### config.mk
export PLATFORM = sky130hd
export DESIGN_NAME = serial_encoder
export DESIGN_NICKNAME = d
export VERILOG_FILES = /design/src/rtl/serial_encoder.sv
export SDC_FILE = /design/constraint.sdc
export NUM_CORES = 1
export LEC_CHECK = 0
export ABC_AREA = 1
export ABC_CLOCK_PERIOD_IN_PS = 2400
export CAP_MARGIN = 20
export CORE_MARGIN = 4
export CORE_UTILIZATION = 36
export CTS_CLUSTER_SIZE = 40
export DETAILED_ROUTE_END_ITERATION = 12
export PLACE_DENSITY = 0.66
export SLEW_MARGIN = 20
export SYNTH_ARGS = -nofsm -noshare
export SYNTH_HDL_FRONTEND = slang
export SYNTH_SLANG_ARGS = --single-unit
### constraint.sdc
create_clock -name clk -period 2.4 [get_ports clk]
set_clock_uncertainty 0.15 [all_clocks]
set_input_delay 0.6 -clock clk [delete_from_list [all_inputs] [get_ports clk]]
set_output_delay 0.6 -clock clk [all_outputs]
set_load 0.02 [all_outputs]
### src/rtl/serial_encoder.sv
// -----------------------------------------------------------------------------
// serial_encoder
//
// Sequential N-to-log2(N) encoder. A multi-hot request vector is accepted over
// a valid/ready handshake. The binary index of every set bit is then emitted,
// one index per output beat, in a fixed priority order. Both sides support full
// backpressure.
//
// Optional build macro:
//   ENC_MSB_FIRST_EN - when defined, the highest-numbered set bit is emitted
//                      first, so indices within a burst are strictly
//                      decreasing. When undefined (the default), bit 0 has the
//                      highest priority and indices are strictly increasing.
//
// Parameters:
//   N          input vector width (power of two, N >= 2)
//
// Ports:
//   clk        rising-edge clock
//   rst_n      asynchronous active-low reset
//   in_valid   in_vec is valid
//   in_ready   encoder can accept a vector (high only while idle)
//   in_vec     request vector; bit i set means index i is to be emitted
//   out_valid  out_idx / out_last are valid
//   out_ready  consumer accepts the current beat
//   out_idx    binary index of the currently selected set bit
//   out_last   current beat is the final one for this vector
//   err_zero   one-cycle pulse: an all-zero vector was accepted and dropped
// -----------------------------------------------------------------------------
module serial_encoder #(
  parameter int N = 4
) (
  input  logic                 clk,
  input  logic                 rst_n,
  input  logic                 in_valid,
  output logic                 in_ready,
  input  logic [N-1:0]         in_vec,
  output logic                 out_valid,
  input  logic                 out_ready,
  output logic [$clog2(N)-1:0] out_idx,
  output logic                 out_last,
  output logic                 err_zero
);

  localparam int IW = $clog2(N);

  typedef enum logic {
    IDLE = 1'b0,
    EMIT = 1'b1
  } state_t;

  state_t          state_q;
  state_t          state_d;
  logic [N-1:0]    pending_q;
  logic [N-1:0]    pending_d;
  logic            out_valid_d;
  logic [IW-1:0]   out_idx_d;
  logic            out_last_d;
  logic            err_zero_d;
  logic [N-1:0]    beat_mask;

  // Select the bit of a pending vector that goes out next. The loop runs
  // towards the highest-priority bit, so the last hit found is the winner.
  function automatic logic [IW-1:0] pick_index(input logic [N-1:0] vec);
    logic [IW-1:0] idx;
    idx = '0;
`ifdef ENC_MSB_FIRST_EN
    for (int i = 0; i < N; i++) begin
      if (vec[i]) idx = IW'(i);
    end
`else
    for (int i = N - 1; i >= 0; i--) begin
      if (vec[i]) idx = IW'(i);
    end
`endif
    return idx;
  endfunction

  // True when exactly one bit is set. Clearing the lowest set bit of a
  // one-hot vector leaves zero.
  function automatic logic is_single(input logic [N-1:0] vec);
    return (vec != '0) && ((vec & (vec - N'(1))) == '0);
  endfunction

  // The index on out_idx always names the bit that the current beat retires.
  // Decoding it back to a mask therefore gives the bit to clear on handshake.
  assign beat_mask = N'(1) << out_idx;

  // The handshake depends only on the state register, so in_ready stays high
  // throughout reset.
  assign in_ready = (state_q == IDLE);

  // Next-state logic. The output registers are derived from the next pending
  // vector, so each new beat is visible in the cycle right after the edge
  // that produced it. This holds for the first beat after accept and for every
  // following beat of a burst.
  always_comb begin
    state_d     = state_q;
    pending_d   = pending_q;
    err_zero_d  = 1'b0;

    unique case (state_q)
      IDLE: begin
        if (in_valid) begin
          if (in_vec != '0) begin
            pending_d = in_vec;
            state_d   = EMIT;
          end else begin
            err_zero_d = 1'b1;
          end
        end
      end
      EMIT: begin
        if (out_ready) begin
          pending_d = pending_q & ~beat_mask;
          if (out_last) begin
            state_d = IDLE;
          end
        end
      end
      default: begin
        state_d   = IDLE;
        pending_d = '0;
      end
    endcase

    out_valid_d = (state_d == EMIT);
    out_idx_d   = out_valid_d ? pick_index(pending_d) : '0;
    out_last_d  = out_valid_d && is_single(pending_d);
  end

  // State, pending vector and all registered outputs. An asynchronous reset
  // discards any burst in progress.
  always_ff @(posedge clk or negedge rst_n) begin
    if (!rst_n) begin
      state_q   <= IDLE;
      pending_q <= '0;
      out_valid <= 1'b0;
      out_idx   <= '0;
      out_last  <= 1'b0;
      err_zero  <= 1'b0;
    end else begin
      state_q   <= state_d;
      pending_q <= pending_d;
      out_valid <= out_valid_d;
      out_idx   <= out_idx_d;
      out_last  <= out_last_d;
      err_zero  <= err_zero_d;
    end
  end

endmodule
==> flow_metrics.py <==
metrics = {
    "global_route": {
        "antenna_found_initial": 0,
        "grt.total_usage": 0.1327,
        "grt_first_pass_wirelength_mm": 1.918,
        "overflow": 0,
        "grt_pass1_vias": 466,
        "grt_start_max_net_pins": 10,
    },
    "critical_path": {
        "required_ns": 1.65,
        "cp-start-kind": "register",
        "worstSetupPathType": "reg2out",
        "end_kind": "output port",
        "crit_path_max_fanout": 6,
        "worstPathArrival_ns": 1.48,
    },
    "min_path": {
        "hp-class": "reg2reg",
    },
    "final_layout": {
        "final_util": 0.5559,
        "final_cell_area_sq_um": 659.4,
        "num_antenna_cells": 0,
        "finalNetCount": 92,
        "final_common_cell": "nand2_1",
        "mostFrequentLayoutCells": "nand2_1, clkdlybuf4s50_1, dfrtp_1",
        "synthToLayoutAreaGrowth_pct": 35.82,
        "layout-drive-gt1-share": 0.1687,
    },
    "clock_tree": {
        "clockRootBuffer": "clkbuf_4",
        "cts_tree": "done",
        "clk_latency_ns": 0.26,
        "ctsResizeCount": 0,
        "numCtsBuffers": 3,
        "h-tree-depth": 1,
        "cts_buffer_depth": 2,
        "cts-hold-fix-buffers": 0,
        "post_cts_buffers": 0,
        "cts_sinks": 9,
        "clkTransAtPathRegs_ns": 0.06,
    },
    "synthesis": {
        "yosysWarnings": 0,
        "synth_nets": 74,
        "ys_seq_area_frac": 0.4639,
        "syn_inst": 66,
        "yosysUniqueCellTypes": 13,
        "ys_ff_latch": 9,
        "synth_area_per_cell_sq_um": 7.356,
        "syn-cell-area_sq_um": 485.5,
    },
    "timing": {
        "hold_viol_final": 0,
        "drv_slew": 0,
        "setup_viol": 0,
        "fin_crit_sh": 0.9273,
        "setup_tns_ns": 0,
        "rsz0062_at_grt": "false",
        "post-route-min-period_ns": 2.225,
        "max_slew.worst_pin.slew_ns": 0.4517,
        "holdWs_ns": 0.4254,
        "slew-limit-headroom": 0.6979,
        "fmax_mhz": 449.3,
    },
    "job": {
        "max_cap_viol_count": 0,
    },
    "placement": {
        "placed_cell_area_sq_um": 633.1,
        "dp_hpwl_um": 898.2,
        "place_congestion": 0.7189,
        "io_buffers": 13,
    },
    "routing": {
        "wl_per_cell_um": 11.68,
        "drcViolationCount": 0,
        "via_per_inst": 4.845,
        "firstDrtPassIters": 4,
        "drt_iter0_drc": 11,
        "antenna_left": 0,
        "finalWirelength_mm": 1.133,
        "dr_total_vias": 470,
    },
    "power": {
        "ir_drop_uv": 505.4,
        "p_leak_nw": 0.3397,
        "powerDensity_nw_per_um2": 1179,
    },
    "die": {
        "die-area_sq_um": 2000,
        "core_area_sq_um": 1186,
        "start_util": 0.4093,
        "std_cell_rows": 12,
        "ios": 14,
        "die_w_um": 44.72,
        "dieHeight_um": 44.72,
    },
    "run_status": {
        "run_status": "finished clean",
    },
}
[cell usage after synthesis (all sizes together)]
master,n,area share
dfrtp,9,0.46
inv,10,0.077
nand3,7,0.082
nand2,25,0.21
a21oi,7,0.088
o21ai,1,0.010
nor2,5,0.044
nor3,2,0.021
[power by group]
part           internal (W)  switching [W]
sequential         0.000207      0.0000492
combinational      0.000165       0.000239
clock             0.0000641      0.0000529
[registers in the layout (all words and copies together), names as in the netlist]
name	count
out_last	1
state_q	1
pending_q	4
err_zero	1
out_idx	2
[cell families after synthesis]
family	share of synthesized area
AO/OA/AOI/OAI	0.09793
buffers and inverters	0.07733
flip-flops	0.4639
AND/OR/NAND/NOR	0.3608
[worst max-delay path, stage by stage, from the launching register on]
cell and delay [ns]:
dfrtp_1 0.45, inv_1 0.15, clkdlybuf4s50_1 0.62
[layout make-up]
| type | instances | area (sq um) |
|---|---|---|
| Fill cell | 121 | 526.8 |
| Sequential cell | 9 | 225.2 |
| Multi-Input combinational cell | 47 | 222.7 |
| Timing Repair Buffer | 13 | 130.1 |
| Inverter | 10 | 37.54 |
| Clock buffer | 4 | 26.28 |
| Tap cell | 14 | 17.52 |
[through the flow]
stage / cells / setup WS, ns / power (W)
6_report: 97 / 0.1745 / 0.0007774
5_1_grt: 97 / 0.1133 / 0.0008438
4_1_cts: 97 / 0.1697 / 0.0007826
3_5_place_dp: 93 / 0.2451 / 0.0006625
3_3_place_gp: 93 / 0.2350 / 0.0006572
2_1_floorplan: 66 / 0.8899 / 0.0005161
[metal layers]
metal / GRT usage / up-vias / share of wire / routed length [um]
met5: 0 / - / 0 / 0
met4: 0.05422 / 0 / 0.011 / 12
met3: 0.03984 / 4 / 0.066 / 75
met2: 0.2034 / 11 / 0.43 / 485
met1: 0.1728 / 211 / 0.49 / 560
li1: - / 244 / - / -
[worst paths after layout]
path                                   startpoint                endpoint  slack, ns  depth (start not counted)
worst max-delay path            state_q$_DFF_PN0_                in_ready       0.17                          2
worst min-delay path            state_q$_DFF_PN0_      err_zero$_DFF_PN0_       0.43                          1
worst max register to register  state_q$_DFF_PN0_      out_last$_DFF_PN0_       0.96                          7
worst min register to register  state_q$_DFF_PN0_      err_zero$_DFF_PN0_       0.43                          1
max in group asynchronous                   rst_n      err_zero$_DFF_PN0_       1.29                          1
min in group asynchronous                   rst_n  pending_q[2]$_DFF_PN0_       0.51                          1
(Power assumes the default switching activity.)
